$ cat config.mk
export PLATFORM = sky130hd
export DESIGN_NAME = paddle_ctrl_flat
export DESIGN_NICKNAME = d
export VERILOG_FILES = /design/src/rtl/pong_pkg.sv /design/src/rtl/paddle_ctrl_if.sv /design/src/rtl/paddle_channel.sv /design/src/rtl/paddle_ctrl.sv /design/src/flat_wrapper.sv
export SDC_FILE = /design/constraint.sdc
export NUM_CORES = 1
export LEC_CHECK = 0
export CAP_MARGIN = 10
export CORE_MARGIN = 2
export CORE_UTILIZATION = 60
export DETAILED_ROUTE_END_ITERATION = 10
export PLACE_DENSITY = 0.8
export SLEW_MARGIN = 20
export SYNTH_ARGS = -nofsm -noshare
export SYNTH_HDL_FRONTEND = slang
export SYNTH_SLANG_ARGS = --single-unit
$ cat constraint.sdc
create_clock -name clk -period 6.14 [get_ports clk]
set_input_delay 1.228 -clock clk [delete_from_list [all_inputs] [get_ports clk]]
set_output_delay 1.228 -clock clk [all_outputs]
set_load 0.005 [all_outputs]
$ cat src/rtl/pong_pkg.sv
// Shared types and helpers for the pong paddle datapath.
// Contents: FSM state / direction enums, screen geometry constants, btn decode.
package pong_pkg;

    localparam int unsigned SCREEN_H = 480;
    localparam int unsigned SCREEN_W = 640;

    typedef enum logic [1:0] {
        IDLE = 2'd0,
        SLOW = 2'd1,
        FAST = 2'd2
    } paddle_state_t;

    typedef enum logic [1:0] {
        DIR_NONE = 2'd0,
        DIR_UP   = 2'd1,
        DIR_DOWN = 2'd2
    } paddle_dir_t;

    // 01 = up, 10 = down; idle and both-pressed both mean no motion.
    function automatic paddle_dir_t decode_btn(input logic [1:0] b);
        case (b)
            2'b01:   return DIR_UP;
            2'b10:   return DIR_DOWN;
            default: return DIR_NONE;
        endcase
    endfunction

endpackage

$ cat src/rtl/paddle_ctrl_if.sv
// Paddle controller bus: player buttons/pause in, paddle positions and flags out.
// Optional macro PADDLE_AI_EN adds ball_y / ai_en for computer-driven paddles.
//   master: drives btn, freeze (and ball_y, ai_en); observes y_pos and flags
//   slave : the paddle_ctrl side
interface paddle_ctrl_if #(
    parameter int unsigned N_PLAYERS  = 2,
    parameter int unsigned YBIT_WIDTH = 9
);
    logic [2*N_PLAYERS-1:0]              btn;
    logic                                freeze;
    logic [N_PLAYERS*(YBIT_WIDTH+1)-1:0] y_pos;
    logic [N_PLAYERS-1:0]                at_top;
    logic [N_PLAYERS-1:0]                at_bottom;
    logic [N_PLAYERS-1:0]                moving;
`ifdef PADDLE_AI_EN
    logic [YBIT_WIDTH:0]                 ball_y;
    logic [N_PLAYERS-1:0]                ai_en;

    modport master (output btn, freeze, ball_y, ai_en,
                    input  y_pos, at_top, at_bottom, moving);
    modport slave  (input  btn, freeze, ball_y, ai_en,
                    output y_pos, at_top, at_bottom, moving);
`else
    modport master (output btn, freeze,
                    input  y_pos, at_top, at_bottom, moving);
    modport slave  (input  btn, freeze,
                    output y_pos, at_top, at_bottom, moving);
`endif
endinterface

$ cat src/rtl/paddle_channel.sv
// One paddle: direction decode, IDLE/SLOW/FAST ramp FSM, clamped y register, flags.
// Ports: clk, rst_n, tick_i (movement strobe), freeze_i, btn_i[1:0],
//        [PADDLE_AI_EN: ai_en_i, ball_y_i], y_o, at_top_o, at_bottom_o, moving_o.
module paddle_channel
    import pong_pkg::*;
#(
    parameter int unsigned YBIT_WIDTH      = 9,
    parameter int unsigned TOP_BOUNDARY    = 0,
    parameter int unsigned BOTTOM_BOUNDARY = 479,
    parameter int unsigned PADDLE_H        = 48,
    parameter int unsigned DY_SLOW         = 1,
    parameter int unsigned DY_FAST         = 4,
    parameter int unsigned RAMP_TICKS      = 8
) (
    input  logic                clk,
    input  logic                rst_n,
    input  logic                tick_i,
    input  logic                freeze_i,
    input  logic [1:0]          btn_i,
`ifdef PADDLE_AI_EN
    input  logic                ai_en_i,
    input  logic [YBIT_WIDTH:0] ball_y_i,
`endif
    output logic [YBIT_WIDTH:0] y_o,
    output logic                at_top_o,
    output logic                at_bottom_o,
    output logic                moving_o
);
    localparam int unsigned YW   = YBIT_WIDTH + 1;
    localparam int unsigned AW   = YBIT_WIDTH + 2;
    localparam int unsigned YMAX = BOTTOM_BOUNDARY - PADDLE_H;
    localparam int unsigned YMID = (TOP_BOUNDARY + YMAX) / 2;
    localparam int unsigned HW   = $clog2(RAMP_TICKS + 1);

    paddle_state_t state_q;
    paddle_dir_t   dir_q;
    paddle_dir_t   dir_c;
    logic [HW-1:0] hold_q;
    logic [YW-1:0] y_q;
    logic [YW-1:0] y_nxt_c;
    logic [AW-1:0] y_ext_c;
    logic [AW-1:0] step_c;
    logic [AW-1:0] sum_c;
    logic          move_c;
    logic          fresh_c;
    logic          at_top_q;
    logic          at_bottom_q;
    logic          moving_q;

    // Requested direction: buttons, or ball tracking when AI owns the paddle.
    always_comb begin
        dir_c = decode_btn(btn_i);
`ifdef PADDLE_AI_EN
        if (ai_en_i) begin
            // Compare with the offsets moved to the ball side so c-4 never underflows.
            if ((AW'(ball_y_i) + AW'(4)) < (AW'(y_q) + AW'(PADDLE_H / 2))) begin
                dir_c = DIR_UP;
            end else if (AW'(ball_y_i) > (AW'(y_q) + AW'(PADDLE_H / 2) + AW'(4))) begin
                dir_c = DIR_DOWN;
            end else begin
                dir_c = DIR_NONE;
            end
        end
`endif
    end

    // Step size and clamped candidate position for this tick.
    always_comb begin
        move_c  = (dir_c != DIR_NONE) && !freeze_i;
        fresh_c = (state_q == IDLE) || (dir_c != dir_q);
        step_c  = (!fresh_c && state_q == FAST) ? AW'(DY_FAST) : AW'(DY_SLOW);
        y_ext_c = AW'(y_q);
        sum_c   = y_ext_c + step_c;
        y_nxt_c = y_q;
        if (move_c) begin
            if (dir_c == DIR_UP) begin
                if (y_ext_c < (AW'(TOP_BOUNDARY) + step_c)) begin
                    y_nxt_c = YW'(TOP_BOUNDARY);
                end else begin
                    y_nxt_c = YW'(y_ext_c - step_c);
                end
            end else begin
                if (sum_c > AW'(YMAX)) begin
                    y_nxt_c = YW'(YMAX);
                end else begin
                    y_nxt_c = YW'(sum_c);
                end
            end
        end
    end

    // Ramp FSM and position; flags are registered alongside y so they stay aligned.
    always_ff @(posedge clk or negedge rst_n) begin
        if (!rst_n) begin
            state_q     <= IDLE;
            dir_q       <= DIR_NONE;
            hold_q      <= '0;
            y_q         <= YW'(YMID);
            at_top_q    <= 1'b0;
            at_bottom_q <= 1'b0;
            moving_q    <= 1'b0;
        end else if (tick_i) begin
            y_q         <= y_nxt_c;
            at_top_q    <= (y_nxt_c == YW'(TOP_BOUNDARY));
            at_bottom_q <= (y_nxt_c == YW'(YMAX));
            if (!move_c) begin
                state_q  <= IDLE;
                hold_q   <= '0;
                moving_q <= 1'b0;
            end else if (fresh_c) begin
                // New press or reversal restarts the ramp.
                state_q  <= (RAMP_TICKS <= 1) ? FAST : SLOW;
                hold_q   <= HW'(1);
                dir_q    <= dir_c;
                moving_q <= 1'b1;
            end else if (state_q == SLOW) begin
                hold_q   <= hold_q + HW'(1);
                moving_q <= 1'b1;
                if ((hold_q + HW'(1)) >= HW'(RAMP_TICKS)) begin
                    state_q <= FAST;
                end
            end else begin
                moving_q <= 1'b1;
            end
        end
    end

    assign y_o         = y_q;
    assign at_top_o    = at_top_q;
    assign at_bottom_o = at_bottom_q;
    assign moving_o    = moving_q;

endmodule

$ cat src/rtl/paddle_ctrl.sv
// Multi-player paddle controller: shared movement-tick prescaler feeding
// N_PLAYERS independent paddle_channel instances.
// Ports: clk, rst_n (async active-low), bus (paddle_ctrl_if.slave: btn, freeze,
//        y_pos, at_top, at_bottom, moving). Macro PADDLE_AI_EN adds ball_y/ai_en.
module paddle_ctrl
    import pong_pkg::*;
#(
    parameter int unsigned N_PLAYERS       = 2,
    parameter int unsigned YBIT_WIDTH      = 9,
    parameter int unsigned TOP_BOUNDARY    = 0,
    parameter int unsigned BOTTOM_BOUNDARY = 479,
    parameter int unsigned PADDLE_H        = 48,
    parameter int unsigned TICK_DIV        = 833333,
    parameter int unsigned DY_SLOW         = 1,
    parameter int unsigned DY_FAST         = 4,
    parameter int unsigned RAMP_TICKS      = 8
) (
    input logic         clk,
    input logic         rst_n,
    paddle_ctrl_if.slave bus
);
    localparam int unsigned YW    = YBIT_WIDTH + 1;
    localparam int unsigned CNT_W = (TICK_DIV > 1) ? $clog2(TICK_DIV) : 1;

    logic [CNT_W-1:0] tick_cnt_q;
    logic             tick_c;

    assign tick_c = (tick_cnt_q == CNT_W'(TICK_DIV - 1));

    // Free-running prescaler; keeps counting while frozen.
    always_ff @(posedge clk or negedge rst_n) begin
        if (!rst_n) begin
            tick_cnt_q <= '0;
        end else if (tick_c) begin
            tick_cnt_q <= '0;
        end else begin
            tick_cnt_q <= tick_cnt_q + CNT_W'(1);
        end
    end

    for (genvar i = 0; i < N_PLAYERS; i++) begin : g_ch
        paddle_channel #(
            .YBIT_WIDTH      (YBIT_WIDTH),
            .TOP_BOUNDARY    (TOP_BOUNDARY),
            .BOTTOM_BOUNDARY (BOTTOM_BOUNDARY),
            .PADDLE_H        (PADDLE_H),
            .DY_SLOW         (DY_SLOW),
            .DY_FAST         (DY_FAST),
            .RAMP_TICKS      (RAMP_TICKS)
        ) u_ch (
            .clk         (clk),
            .rst_n       (rst_n),
            .tick_i      (tick_c),
            .freeze_i    (bus.freeze),
            .btn_i       (bus.btn[2*i +: 2]),
`ifdef PADDLE_AI_EN
            .ai_en_i     (bus.ai_en[i]),
            .ball_y_i    (bus.ball_y),
`endif
            .y_o         (bus.y_pos[i*YW +: YW]),
            .at_top_o    (bus.at_top[i]),
            .at_bottom_o (bus.at_bottom[i]),
            .moving_o    (bus.moving[i])
        );
    end

endmodule

$ cat src/flat_wrapper.sv
// flat-port wrapper written by rule: the top's interface ports become plain ports
module paddle_ctrl_flat import pong_pkg::*;
#(
    parameter int unsigned N_PLAYERS       = 2,
    parameter int unsigned YBIT_WIDTH      = 9,
    parameter int unsigned TOP_BOUNDARY    = 0,
    parameter int unsigned BOTTOM_BOUNDARY = 479,
    parameter int unsigned PADDLE_H        = 48,
    parameter int unsigned TICK_DIV        = 833333,
    parameter int unsigned DY_SLOW         = 1,
    parameter int unsigned DY_FAST         = 4,
    parameter int unsigned RAMP_TICKS      = 8
)
  (clk, rst_n, bus_btn, bus_freeze, bus_y_pos, bus_at_top, bus_at_bottom, bus_moving);
  paddle_ctrl_if #(.N_PLAYERS(N_PLAYERS), .YBIT_WIDTH(YBIT_WIDTH)) bus_i ();
  input logic clk;
  input logic rst_n;
  input wire logic [$bits(bus_i.btn)-1:0] bus_btn;
  input wire logic [$bits(bus_i.freeze)-1:0] bus_freeze;
  output wire logic [$bits(bus_i.y_pos)-1:0] bus_y_pos;
  output wire logic [$bits(bus_i.at_top)-1:0] bus_at_top;
  output wire logic [$bits(bus_i.at_bottom)-1:0] bus_at_bottom;
  output wire logic [$bits(bus_i.moving)-1:0] bus_moving;
  assign bus_i.btn = bus_btn;
  assign bus_i.freeze = bus_freeze;
  assign bus_y_pos = bus_i.y_pos;
  assign bus_at_top = bus_i.at_top;
  assign bus_at_bottom = bus_i.at_bottom;
  assign bus_moving = bus_i.moving;
  paddle_ctrl #(.N_PLAYERS(N_PLAYERS), .YBIT_WIDTH(YBIT_WIDTH), .TOP_BOUNDARY(TOP_BOUNDARY), .BOTTOM_BOUNDARY(BOTTOM_BOUNDARY), .PADDLE_H(PADDLE_H), .TICK_DIV(TICK_DIV), .DY_SLOW(DY_SLOW), .DY_FAST(DY_FAST), .RAMP_TICKS(RAMP_TICKS)) u_core (.clk(clk), .rst_n(rst_n), .bus(bus_i));
endmodule
==> impl_metrics.json <==
{
  "core_sq_um": 7807,
  "io_buffer_count": 32,
  "p_comb_share_pct": 15.9,
  "reg2reg_depth": 14,
  "hpwl_um": 9465,
  "synth_edf_count": 0,
  "p_leak_nw": 2.230,
  "yosysWarnings": 0,
  "cts_sinks": 62,
  "clock_path_buffers": 2,
  "drt_iter0_drc": 490,
  "status": "completed",
  "worst_hold_path.num_cells": 2,
  "synth_seq_area_share_pct": 32.09,
  "worst_path_largest_cell_delay_ns": 0.70,
  "start_kind": "input port",
  "cap_violations": 0,
  "cts_hold_buf": 0,
  "hold_viol_final": 0,
  "arrival_ns": 5.62,
  "drc": 0,
  "synth_cell_types": 69,
  "crit_slowest_cell": "nor4_1",
  "drive_above_1_share_pct": 8.948,
  "synth_largest_area_cell": "dfrtp_1",
  "cts-root-buf": "clkbuf_8",
  "rsz0062_at_grt": "false",
  "diodes": 0,
  "synth.area.top_cells": "dfrtp_1, dfstp_2, o21ai_0, ha_1, nand2_1",
  "overflow": 0,
  "syn-num-nets": 647,
  "crit_cells": 15,
  "cp_num_buf_inv": 3,
  "route.detailed.wl_per_inst_um": 18.29,
  "tns_ns": 0,
  "fin_skew_ns": 0.01730,
  "start_util_pct": 62.53,
  "net-switching-power_w": 0.0002838,
  "firstDrtPassIters": 5,
  "setup.worst_path.end_class": "flip-flop",
  "ios": 33,
  "syn_avg_cell_area_sq_um": 7.874,
  "multi_input_area_sq_um": 3045,
  "die_w_um": 94.21,
  "period_minus_slack_ns": 5.342,
  "cts_tree": "yes",
  "syn_inst": 620,
  "grt_pass1_vias": 4560,
  "critPathMaxFanout": 13,
  "seq_power_share_pct": 44.2,
  "setup_viol": 0,
  "fill_cells": 645,
  "crit_type": "in -> reg",
  "power_w": 0.0009524,
  "grtUsageTotal_pct": 32.09,
  "fp-row-count": 32,
  "antenna_found_initial": 0,
  "cp_top_family": "simple AND/OR/NAND/NOR gates",
  "drv_slew": 0,
  "clkSlewWorstSetupHoldPaths_ns": 0.08,
  "async_flop_share_pct": 100.0,
  "vias": 4826,
  "routed_via_density": 6.530,
  "synthTopCellsByCount": "nand2_1, nor2_1, o21ai_0, dfrtp_1, a21oi_1",
  "ctsHtreeMaxLevel": 3,
  "drtAntennaViolNets": 0,
  "cts_resized": 0,
  "synth_top_area_share_pct": 25.63,
  "regArea_sq_um": 1567,
  "swShare_pct": 29.80,
  "peakVddDrop_v": 0.0001613,
  "drt-total-wl_um": 13520,
  "cts_buffers": 9,
  "clock.fmax_mhz": 187.2,
  "powerDensity_nw_per_um2": 175.5,
  "gp_congestion": 1.031,
  "synth_seq_cells": 62,
  "internal_power_w": 0.0006686,
  "cts_setup_buffers": 0,
  "tightest_slew_ns": 0.8692,
  "clkPwrFrac_pct": 39.9,
  "die-area_sq_um": 8875,
  "path_cells": "clkdlybuf4s50_1 -> inv_1 -> ha_1 -> xor2_1 -> nor3_1 -> buf_4 -> nand3b_1 -> ha_1 -> nor2b_1 -> nor4_1 -> nor2_1 -> a22o_1 -> o31ai_1 -> nor4b_1 -> a22o_1",
  "die_h_um": 94.21,
  "layout.nets": 659,
  "relSlewSlack_pct": 41.57,
  "worstHoldPathType": "reg -> reg",
  "synth_area_sq_um": 4882,
  "min_period_over_period_pct": 87.00,
  "grt_pass1_wl_um": 22360,
  "crit_required_ns": 6.42,
  "area_delta_synth_final_pct": 11.17,
  "grt_max_degree": 63,
  "clock_latency_ns": 0.35,
  "ys.flop_type": "dfrtp_1"
}
==> power by group through the flow <==
stage	combinational, W	sequential [W]	clock (W)
finish	0.000152	0.000421	0.000380
global route	0.000169	0.000421	0.000395
CTS	0.000149	0.000421	0.000381
detailed placement	0.000148	0.000428	0
global placement	0.000145	0.000428	0
floorplan	0.000104	0.000424	0
==> state kept, by name (all words and copies together) (netlist names) <==
| name | flops |
|---|---|
| u_core.tick_cnt_q | 20 |
| u_core.g_ch.u_ch.moving_o | 2 |
| u_core.g_ch.u_ch.hold_q | 8 |
| u_core.g_ch.u_ch.at_bottom_o | 2 |
| u_core.g_ch.u_ch.y_o | 20 |
| u_core.g_ch.u_ch.dir_q | 4 |
| u_core.g_ch.u_ch.at_top_o | 2 |
| u_core.g_ch.u_ch.state_q | 4 |
==> tightest hold or removal path, delay by kind of cell, from the launching register on <==
family,cells,cell delay [ns]
AOI/OAI and AO/OA,1,0.06
DFF,1,0.35
and+or+nand+nor,1,0.05
==> logic make-up after synthesis <==
logic type      synth area share (%)
compound gates                 22.55
xor+xnor                       6.279
fa+ha+maj                      5.126
buf+inv                        5.536
flops                          32.09
mux                            1.333
simple gates                   27.09
==> through the flow <==
stage | setup WS (ns) | area (sq um) | hold WS [ns] | util, % | std cells
3_5_place_dp | 0.4920 | 5228 | 0.4756 | 66.96 | 723
5_1_grt | 0.3827 | 5428 | 0.5073 | 69.52 | 739
3_3_place_gp | 0.4517 | 5228 | 0.4580 | 66.96 | 723
6_report | 0.7980 | 5428 | 0.4862 | 69.52 | 739
4_1_cts | 0.8359 | 5428 | 0.4923 | 69.52 | 739
2_1_floorplan | 0.9482 | 4882 | 0.4482 | - | 620
==> metal layers <==
metal  track usage (%)  vias to the layer above  routed length, um
li1                  -                     2258                  -
met1             44.93                     2310               5935
met2             48.99                      236               6113
met3             7.945                       22               1243
met4             10.02                        0                227
met5                 0                        -                  0
==> layout by cell type, fill, tap and decap left out, drive strengths merged, types with 3 or more instances in the layout <==
master,n
dfrtp,50
nor3,11
buf,12
clkbuf,11
nand3b,5
and4,3
a22o,6
o221ai,3
nand3,29
a211oi,4
mux2,4
and3,8
nand2,66
clkdlybuf4s50,31
or4,4
dfstp,12
or3,4
a31oi,7
or2,6
o31ai,5
nand4,13
nor4,8
a221oi,3
inv,24
nor3b,3
ha,20
nor2b,12
nand2b,8
nor2,66
o21ai,53
nand4b,4
xnor2,20
o2111ai,4
a21oi,43
xor2,15
o211ai,9
o22ai,6
==> path summary, 6_finish.rpt <==
| check | endpoint | slack (ns) | startpoint |
|---|---|---|---|
| max in group asynchronous | u_core.tick_cnt_q[15] | 4.57 | rst_n |
| setup / recovery | u_core.g_ch[1].u_ch.at_bottom_o | 0.80 | bus_btn[3] |
| setup reg to reg | u_core.g_ch[0].u_ch.at_bottom_o | 2.13 | u_core.g_ch[0].u_ch.dir_q[1] |
| hold / removal | u_core.g_ch[0].u_ch.at_top_o | 0.49 | u_core.g_ch[0].u_ch.at_top_o |
| min in group asynchronous | u_core.g_ch[0].u_ch.dir_q[1] | 1.04 | rst_n |
| hold reg to reg | u_core.g_ch[0].u_ch.at_top_o | 0.49 | u_core.g_ch[0].u_ch.at_top_o |
==> layout make-up <==
class,count,share of cell area [%]
inverters,24,1.660
flip-flops and latches,62,28.86
clock inverters,5,1.083
repair buffers,43,7.331
clock buffers,11,2.605
multi-input cells,492,56.11
well taps,102,2.351
Note: power is estimated with default switching activity, not from simulation.
==> variant, RTL diff (config.mk and constraints unchanged) <==
`YBIT_WIDTH` is set to 9 in 4 places; all go to 18.
--- a/src/rtl/paddle_ctrl_if.sv
+++ b/src/rtl/paddle_ctrl_if.sv
@@ -4,7 +4,7 @@
 //   slave : the paddle_ctrl side
 interface paddle_ctrl_if #(
     parameter int unsigned N_PLAYERS  = 2,
-    parameter int unsigned YBIT_WIDTH = 9
+    parameter int unsigned YBIT_WIDTH = 18
 );
     logic [2*N_PLAYERS-1:0]              btn;
     logic                                freeze;
--- a/src/rtl/paddle_channel.sv
+++ b/src/rtl/paddle_channel.sv
@@ -4,7 +4,7 @@
 module paddle_channel
     import pong_pkg::*;
 #(
-    parameter int unsigned YBIT_WIDTH      = 9,
+    parameter int unsigned YBIT_WIDTH      = 18,
     parameter int unsigned TOP_BOUNDARY    = 0,
     parameter int unsigned BOTTOM_BOUNDARY = 479,
     parameter int unsigned PADDLE_H        = 48,
--- a/src/rtl/paddle_ctrl.sv
+++ b/src/rtl/paddle_ctrl.sv
@@ -6,7 +6,7 @@
     import pong_pkg::*;
 #(
     parameter int unsigned N_PLAYERS       = 2,
-    parameter int unsigned YBIT_WIDTH      = 9,
+    parameter int unsigned YBIT_WIDTH      = 18,
     parameter int unsigned TOP_BOUNDARY    = 0,
     parameter int unsigned BOTTOM_BOUNDARY = 479,
     parameter int unsigned PADDLE_H        = 48,
--- a/src/flat_wrapper.sv
+++ b/src/flat_wrapper.sv
@@ -2,7 +2,7 @@
 module paddle_ctrl_flat import pong_pkg::*;
 #(
     parameter int unsigned N_PLAYERS       = 2,
-    parameter int unsigned YBIT_WIDTH      = 9,
+    parameter int unsigned YBIT_WIDTH      = 18,
     parameter int unsigned TOP_BOUNDARY    = 0,
     parameter int unsigned BOTTOM_BOUNDARY = 479,
     parameter int unsigned PADDLE_H        = 48,
Interface: changed (resized bus_y_pos); port bits go from 33 to 51. No check against the original RTL was run, so the function may have changed too.
==> variant against the original RTL <==
  * Final cell count increased by 33%
  * Area after synthesis increased by 29%
  * Sequential cell count increased by 18
  * Setup slack got worse by 0.32 ns
  * Final area increased by 30%
  * Wire length increased by 33%
  * Total power increased by 23%
  * Sequential share of layout area decreased by 0.38 points
==> variant: results (changes against the original RTL) <==
- Result of the run: completed (unchanged)
* Sequential-to-total area share from yosys stat: 32.0% (was 32.1%)
- The startpoint of the most critical register-to-register path is u_core.g_ch[1].u_ch.dir_q[1] (was u_core.g_ch[0].u_ch.dir_q[1]).
* Number of global-route vias before repair: 6110 (was 4560)
- Detailed-placement wirelength estimate: 13100 um (was 9470 um)
- Top cells by area, synth: dfrtp_1 (27%), nand2_1 (6.3%), o21ai_0 (5.2%), dfstp_2 (5.0%), nor2_1 (4.8%) (was dfrtp_1 (26%), dfstp_2 (6.5%), o21ai_0 (5.3%), ha_1 (5.1%), nand2_1 (5.1%))
- Reg2reg end: u_core.g_ch[1].u_ch.at_bottom_o (was u_core.g_ch[0].u_ch.at_bottom_o)
* Min Tclk post-route: 5.67 ns (was 5.34 ns)
- The leakage power figure came to 2.80 nW (was 2.23 nW).
- The maximum fanout count along the critical path is 5 (was 13).
- The post-synthesis net count is 845 (was 647).
* Non-filler cells in the finished layout: 982 (was 739)
- The total number of vias came to 6390 (was 4826).
* GP Congestion: 0.971 (was 1.03)
* Mean Syn Cell Area: 7.70 um^2 (was 7.87 um^2)
- Placed instance count: 967 (was 723)
- Register area: 2020 um^2 (was 1570 um^2)
* Worst skew pair latency: 0.37 ns (was 0.35 ns)
* Critical path launch point: bus_btn[2] (was bus_btn[3])
- Overall global routing resource usage: 33.0% (was 32.1%)
- The final-layout worst hold slack came to 0.481 ns (was 0.486 ns).
- Fraction of layout instances using a drive strength above 1: 7.57% (was 8.95%)
- Depth of the worst register-to-register path: 13 (was 14)
* Pin count of the biggest net entering global routing: 81 (was 63)
- Unique cell type count in the Yosys netlist: 73 (was 69)
- Placed Area: 6860 um^2 (was 5230 um^2)
- The post-synthesis mux area share is 1.31% (was 1.33%).
* R2R setup slack: 1.70 ns (was 2.13 ns)
* Synth Area in Adders: 4.13% (was 5.13%)
- Xor and xnor area share after synthesis: 5.15% (was 6.28%)
* Fin Clk Skew: 0.0131 ns (was 0.0173 ns)
* Cell with the largest stage delay on the worst path: o311ai_0 (was nor4_1)
* Hold Path Sink: u_core.g_ch[0].u_ch.moving_o (was u_core.g_ch[0].u_ch.at_top_o)
* Post-synthesis compound-gate area fraction: 21.0% (was 22.6%)
* Fillers: 877 (was 645)
* Transition time at the pin with the least slew margin: 1.02 ns (was 0.869 ns)
- Most numerous cell types in the synthesized netlist: nand2_1 (105), nor2_1 (81), dfrtp_1 (68), o21ai_0 (66), a21oi_1 (49) (was nand2_1 (66), nor2_1 (66), o21ai_0 (52), dfrtp_1 (50), a21oi_1 (43)).
- Min-delay src: u_core.g_ch[0].u_ch.moving_o (was u_core.g_ch[0].u_ch.at_top_o)
- The maximum VDD drop came to 0.000131 V (was 0.000161 V).
- The total routed wirelength is 18000 um (was 13500 um).
- Class of the worst hold path: register to register (unchanged)
[variant: area by class of cell]
| type | count | area share [%] |
|---|---|---|
| flip-flops and latches | 80 | 28.5 |
| clock buffers | 9 | 1.75 |
| repair buffers | 66 | 8.78 |
| well taps | 136 | 2.40 |
| inverters | 29 | 1.54 |
| multi-input cells | 656 | 55.7 |
| clock inverters | 6 | 1.31 |
[variant: cell families (layout without fill, tap and decap cells)]
family | after synthesis | count (layout)
simple gates | 385 | 385
compound gates | 205 | 205
buf+inv | 82 | 110
flops | 80 | 80
xor+xnor | 37 | 37
fa+ha+maj | 21 | 21
mux | 8 | 8
[variant: report_power, final]
part	internal (W)	switching [W]
Combinational	0.0000697	0.000117
Sequential	0.000535	0.0000163
Clock	0.000229	0.000204
Total	0.000834	0.000337
[variant: layer usage]
metal	vias up	track usage [%]	share of wire, %
met3	54	4.90	7.3
met1	3032	42.6	41
met2	304	53.4	48
li1	3000	-	-
met4	0	18.1	4.0
met5	-	0	0
